[config.mk]
export PLATFORM = sky130hd
export DESIGN_NAME = driver_display
export DESIGN_NICKNAME = d
export VERILOG_FILES = /design/src/rtl/driver_display.sv
export SDC_FILE = /design/constraint.sdc
export NUM_CORES = 1
export LEC_CHECK = 0
export CORE_UTILIZATION = 57
export DETAILED_ROUTE_END_ITERATION = 10
export DONT_BUFFER_PORTS = 1
export MAX_ROUTING_LAYER = met4
export PLACE_DENSITY = 0.73
export REMOVE_ABC_BUFFERS = 1
export SLEW_MARGIN = 20
export SYNTH_ARGS = -nofsm -noshare
export SYNTH_HDL_FRONTEND = slang
export SYNTH_SLANG_ARGS = --single-unit
[constraint.sdc]
create_clock -name CLK -period 2.7 [get_ports CLK]
set_clock_uncertainty 0.2 [all_clocks]
set_input_delay 0.54 -clock CLK [delete_from_list [all_inputs] [get_ports CLK]]
set_output_delay 0.54 -clock CLK [all_outputs]
set_load 0.1 [all_outputs]
[src/rtl/driver_display.sv]
// ============================================================================
// Module  : driver_display
// Purpose : 8-digit multiplexed 7-segment driver, hex or decimal (double-dabble)
// Revision: 1.0 - initial release
// ============================================================================
`default_nettype none

module driver_display #(
    parameter int REFRESH_DIV = 100000
) (
    input  logic        CLK,
    input  logic        RESET,
    input  logic [15:0] VALOR,
    input  logic        MODO,
    output logic [7:0]  ANODOS,
    output logic [6:0]  SEGMENTOS,
    output logic        BUSY
);

    localparam logic [1:0] c_S_IDLE = 2'd0;
    localparam logic [1:0] c_S_CONV = 2'd1;
    localparam logic [1:0] c_S_LOAD = 2'd2;

    localparam int              c_PW        = $clog2(REFRESH_DIV);
    localparam logic [c_PW-1:0] c_PRESC_MAX = c_PW'(REFRESH_DIV - 1);

    logic [1:0]      r_state;
    logic [1:0]      w_next;
    logic [3:0]      r_cnt;
    logic [19:0]     r_bcd;
    logic [15:0]     r_bin;
    logic [15:0]     r_cap_val;
    logic            r_cap_mode;
    logic            r_pending;
    logic [19:0]     r_digits;
    logic            r_dmode;
    logic [c_PW-1:0] r_presc;
    logic [2:0]      r_idx;

    logic            w_change;
    logic            w_capture;
    logic            w_step;
    logic            w_load;
    logic [19:0]     w_adj;
    logic [4:1]      w_nz;
    logic [3:0]      w_nib;
    logic            w_blank;
    logic [6:0]      w_seg;

    assign w_change = r_pending || ({VALOR, MODO} != {r_cap_val, r_cap_mode});

    // ---------------- FSM: state register ----------------
    always_ff @(posedge CLK) begin
        if (RESET) begin
            r_state <= c_S_IDLE;
        end else begin
            r_state <= w_next;
        end
    end

    // ---------------- FSM: next state ----------------
    always_comb begin
        w_next = r_state;
        case (r_state)
            c_S_IDLE: if (w_change) w_next = c_S_CONV;
            c_S_CONV: if (r_cnt == 4'd15) w_next = c_S_LOAD;
            c_S_LOAD: w_next = c_S_IDLE;
            default:  w_next = c_S_IDLE;
        endcase
    end

    // ---------------- FSM: outputs ----------------
    always_comb begin
        BUSY      = 1'b0;
        w_capture = 1'b0;
        w_step    = 1'b0;
        w_load    = 1'b0;
        case (r_state)
            c_S_IDLE: w_capture = w_change;
            c_S_CONV: begin
                BUSY   = 1'b1;
                w_step = 1'b1;
            end
            c_S_LOAD: begin
                BUSY   = 1'b1;
                w_load = 1'b1;
            end
            default: BUSY = 1'b0;
        endcase
    end

    // Double-dabble correction: +3 on every BCD nibble >= 5 before the shift
    generate
        for (genvar g = 0; g < 5; g++) begin : g_dd
            assign w_adj[g*4 +: 4] = (r_bcd[g*4 +: 4] >= 4'd5) ? r_bcd[g*4 +: 4] + 4'd3
                                                              : r_bcd[g*4 +: 4];
        end
    endgenerate

    always_ff @(posedge CLK) begin
        if (RESET) begin
            r_cap_val  <= 16'h0000;
            r_cap_mode <= 1'b0;
            r_pending  <= 1'b1;
            r_digits   <= 20'h00000;
            r_dmode    <= 1'b0;
            r_cnt      <= 4'd0;
            r_bcd      <= 20'h00000;
            r_bin      <= 16'h0000;
        end else begin
            if (w_capture) begin
                r_cap_val  <= VALOR;
                r_cap_mode <= MODO;
                r_pending  <= 1'b0;
                r_bcd      <= 20'h00000;
                r_bin      <= VALOR;
                r_cnt      <= 4'd0;
            end
            if (w_step) begin
                r_bcd <= {w_adj[18:0], r_bin[15]};
                r_bin <= {r_bin[14:0], 1'b0};
                r_cnt <= r_cnt + 4'd1;
            end
            if (w_load) begin
                r_digits <= r_cap_mode ? r_bcd : {4'h0, r_cap_val};
                r_dmode  <= r_cap_mode;
            end
        end
    end

    // ---------------- Refresh scan ----------------
    always_ff @(posedge CLK) begin
        if (RESET) begin
            r_presc <= '0;
            r_idx   <= 3'd0;
        end else if (r_presc == c_PRESC_MAX) begin
            r_presc <= '0;
            r_idx   <= r_idx + 3'd1;
        end else begin
            r_presc <= r_presc + 1'b1;
        end
    end

    // w_nz[i]: some digit among i..4 is non-zero (leading-zero suppression)
    assign w_nz[4] = |r_digits[19:16];
    assign w_nz[3] = w_nz[4] | (|r_digits[15:12]);
    assign w_nz[2] = w_nz[3] | (|r_digits[11:8]);
    assign w_nz[1] = w_nz[2] | (|r_digits[7:4]);

    always_comb begin
        w_nib   = 4'h0;
        w_blank = 1'b1;
        case (r_idx)
            3'd0: begin w_nib = r_digits[3:0];   w_blank = 1'b0;                end
            3'd1: begin w_nib = r_digits[7:4];   w_blank = r_dmode & ~w_nz[1];  end
            3'd2: begin w_nib = r_digits[11:8];  w_blank = r_dmode & ~w_nz[2];  end
            3'd3: begin w_nib = r_digits[15:12]; w_blank = r_dmode & ~w_nz[3];  end
            3'd4: begin w_nib = r_digits[19:16]; w_blank = ~r_dmode | ~w_nz[4]; end
            default: begin w_nib = 4'h0;         w_blank = 1'b1;                end
        endcase
    end

    always_comb begin
        w_seg = 7'h7F;
        case (w_nib)
            4'h0: w_seg = 7'h40;
            4'h1: w_seg = 7'h79;
            4'h2: w_seg = 7'h24;
            4'h3: w_seg = 7'h30;
            4'h4: w_seg = 7'h19;
            4'h5: w_seg = 7'h12;
            4'h6: w_seg = 7'h02;
            4'h7: w_seg = 7'h78;
            4'h8: w_seg = 7'h00;
            4'h9: w_seg = 7'h10;
            4'hA: w_seg = 7'h08;
            4'hB: w_seg = 7'h03;
            4'hC: w_seg = 7'h46;
            4'hD: w_seg = 7'h21;
            4'hE: w_seg = 7'h06;
            4'hF: w_seg = 7'h0E;
            default: w_seg = 7'h7F;
        endcase
    end

    always_ff @(posedge CLK) begin
        if (RESET) begin
            ANODOS    <= 8'hFF;
            SEGMENTOS <= 7'h7F;
        end else begin
            ANODOS    <= w_blank ? 8'hFF : ~(8'h01 << r_idx);
            SEGMENTOS <= w_blank ? 7'h7F : w_seg;
        end
    end

endmodule

`default_nettype wire

==> results.json <==
{
  "wl_met3_um": 833,
  "muxShareOfSynthArea": 0.0671,
  "status": "complete, no violations",
  "slew_headroom": 0.432,
  "vias": 5037,
  "ys_types": 61,
  "ys_warn_count": 0,
  "core_area_um2": 9910,
  "min_path_cells": 2,
  "synth_cells": 662,
  "drc_errors": 0,
  "antenna_cells": 0,
  "worstSetupPathType": "reg2reg",
  "cts_tree": "done",
  "clockBufferDepth": 2,
  "seq_area_frac_synth": 0.393,
  "min_from": "RESET",
  "setup_violations": 0,
  "syn_avg_cell_area_um2": 8.92,
  "die-area_um2": 10800,
  "drive_gt1_frac": 0.129,
  "critPathMaxFanout": 7,
  "m1WireLength_um": 6440,
  "ir_drop_uv": 615,
  "drtAntennaViolNets": 0,
  "clock_sinks": 116,
  "ys.flop_type": "dfxtp_1",
  "nNetsFinal": 738,
  "place_congestion": 0.852,
  "rr_endpoint": "SEGMENTOS[0]",
  "area_growth_pct": 17.0,
  "synth-edff-count": 0,
  "holdPathEnd": "r_cap_val[5]",
  "grt_max_degree": 59,
  "async_flop_share": 0,
  "cp.arrival_ps": 2800,
  "hp-class": "in2reg",
  "netlist_area_um2": 5910,
  "regToRegSetupSlack_ps": 110,
  "reg2reg_from": "r_idx[1]",
  "hpwl_um": 9340,
  "dr_wl_met2_um": 7020,
  "synth_xor_xnor_area_share": 0.0667,
  "reg2reg_depth": 9,
  "synth-simple-area-share": 0.199,
  "synth-compound-area-share": 0.164,
  "start_kind": "flip-flop",
  "cts_root_buf": "clkbuf_8",
  "synth.most_common_cell": "dfxtp_1",
  "numCtsBuffers": 17,
  "maxSlewViolCount": 0,
  "period_needed_ps": 2590,
  "die_w_um": 104,
  "finalCritPeriodShare": 0.959,
  "post_synth_most_frequent_cells": "dfxtp_1, nor2_1, nand2b_1",
  "cp-end-kind": "flip-flop",
  "grt_overflow": 0,
  "clk_latency_ps": 530,
  "synth_fa_ha_area_frac": 0.0551,
  "ioPinCount": 35,
  "die_h_um": 104,
  "power-per-cell-area_nw_per_um2": 842,
  "total_power_w": 0.00582,
  "tightest_slew_ps": 852,
  "routed_wl_um": 14500,
  "portBuffers": 0,
  "yosys.area.top_type": "dfxtp_1",
  "start_util": 0.596,
  "cts_max_level": 4,
  "required_ps": 2920,
  "top_layer": "met4",
  "grt_pass1_vias": 4825,
  "leakage_nw": 2.63,
  "wl_per_cell_um": 17.2,
  "drt-initial-drc-count": 245,
  "maxCapViolCount": 0,
  "antenna_found_initial": 0,
  "hold_violations": 0,
  "path_clk_slew_ps": 60,
  "track_usage": 0.284,
  "placed_area_um2": 6150,
  "synth_top_family_by_area": "simple AND/OR/NAND/NOR gates",
  "synth_top_cell_area_share": 0.393,
  "grt_pass1_wl_um": 23700,
  "post-route-cell-area_um2": 6910,
  "fp-row-count": 36,
  "post-route-util": 0.697,
  "fmax_ghz": 0.386,
  "vias_per_cell": 6.00,
  "dr.pass1.iters": 5,
  "synthTopCellsByArea": "dfxtp_1, mux2i_1, ha_1, nand2b_1, xor2_1",
  "synth-seq-cells": 116
}
## through the flow
stage | setup TNS, ps | hold WS (ps) | setup WS (ps) | instances
after global routing | -15.9 | 1.24 | -15.9 | 839
after global placement | 0 | 250 | 230 | 786
after floorplan | -10890 | 227 | -501 | 620
after CTS | 0 | 1.53 | 140 | 837
after detailed placement | 0 | 256 | 165 | 786
final | 0 | 12.8 | 111 | 839
## worst max-delay path by stage
stage	endpoint	start	depth (start not counted)	slack, ps
floorplan	r_bcd[13]	r_cap_mode	5	-500
detailed placement	SEGMENTOS[3]	r_idx[0]	9	160
global route	SEGMENTOS[0]	r_idx[1]	9	-20
finish	SEGMENTOS[0]	r_idx[1]	9	110
CTS	SEGMENTOS[3]	r_idx[0]	9	140
global placement	SEGMENTOS[3]	r_idx[0]	9	230
## state kept, by name (all words and copies together), names as in the netlist
signal      flops
r_dmode         1
r_digits       20
r_bcd          20
r_cap_mode      1
r_pending       1
r_state         2
r_idx           3
r_bin          16
r_presc        17
SEGMENTOS       7
r_cap_val      16
r_cnt           4
ANODOS          8
## layout make-up
| class | instances | area (um^2) |
|---|---|---|
| Sequential cell | 116 | 2320 |
| Multi-Input combinational cell | 466 | 3270 |
| Clock buffer | 22 | 453 |
| Timing Repair Buffer | 54 | 470 |
| Clock inverter | 10 | 82.6 |
| Inverter | 38 | 143 |
| Fill cell | 794 | 3000 |
| Tap cell | 133 | 166 |
## power breakdown
part / total, W / internal [W] / switching (W)
clock network: 0.00203 / 0.00126 / 0.000778
registers: 0.00214 / 0.00195 / 0.000193
logic: 0.00165 / 0.000599 / 0.00105
## critical path: stages (launching register included)
cell	delay, ps
dfxtp_1	340
ha_1	210
ha_1	280
a32oi_1	230
o211ai_1	220
buf_4	200
ha_1	200
or3b_2	460
o221ai_1	80
nand2_1	70
## layer usage
layer | vias up | GRT usage
met2 | 166 | 0.473
li1 | 2434 | -
met3 | 21 | 0.0654
met4 | 0 | 0.0898
met5 | - | -
met1 | 2416 | 0.341
## kinds of logic after synthesis
group / count (synthesis)
adder cells (fa/ha/maj): 26
AO/OA/AOI/OAI: 133
flip-flops: 116
buffers and inverters: 80
XOR/XNOR: 45
AND/OR/NAND/NOR: 223
multiplexers: 39
## placed cells by master, fill, tap and decap left out, drive strengths merged, types with 6 or more instances in the layout
| cell type | netlist | routed |
|---|---|---|
| mux2i | 37 | 37 |
| nand2b | 43 | 43 |
| nand3 | 23 | 23 |
| a211o | 7 | 7 |
| xor2 | 30 | 30 |
| nand4 | 6 | 6 |
| o21ai | 13 | 13 |
| a31o | 11 | 11 |
| nor3 | 20 | 20 |
| inv | 38 | 38 |
| nor2 | 59 | 59 |
| dfxtp | 116 | 116 |
| a2111oi | 8 | 8 |
| xnor2 | 15 | 15 |
| a21oi | 31 | 31 |
| o211ai | 6 | 6 |
| buf | 12 | 36 |
| dlygate4sd3 | 0 | 18 |
| nor4 | 22 | 22 |
| a32o | 7 | 7 |
| a211oi | 17 | 17 |
| ha | 26 | 26 |
| nand2 | 23 | 23 |
| clkbuf | 30 | 22 |
| a311oi | 8 | 8 |
| clkinv | 0 | 6 |
## what timing repair did
item / 4_1_cts / 5_1_grt
hold endpoints to repair: 64 / 0
endpoints found under the setup margin: 0 / 3
hold buffers: 19 / 0
setup buffers: 0 / 2
resized for setup: 0 / 1
No activity file was read; power rests on OpenSTA's default activity.
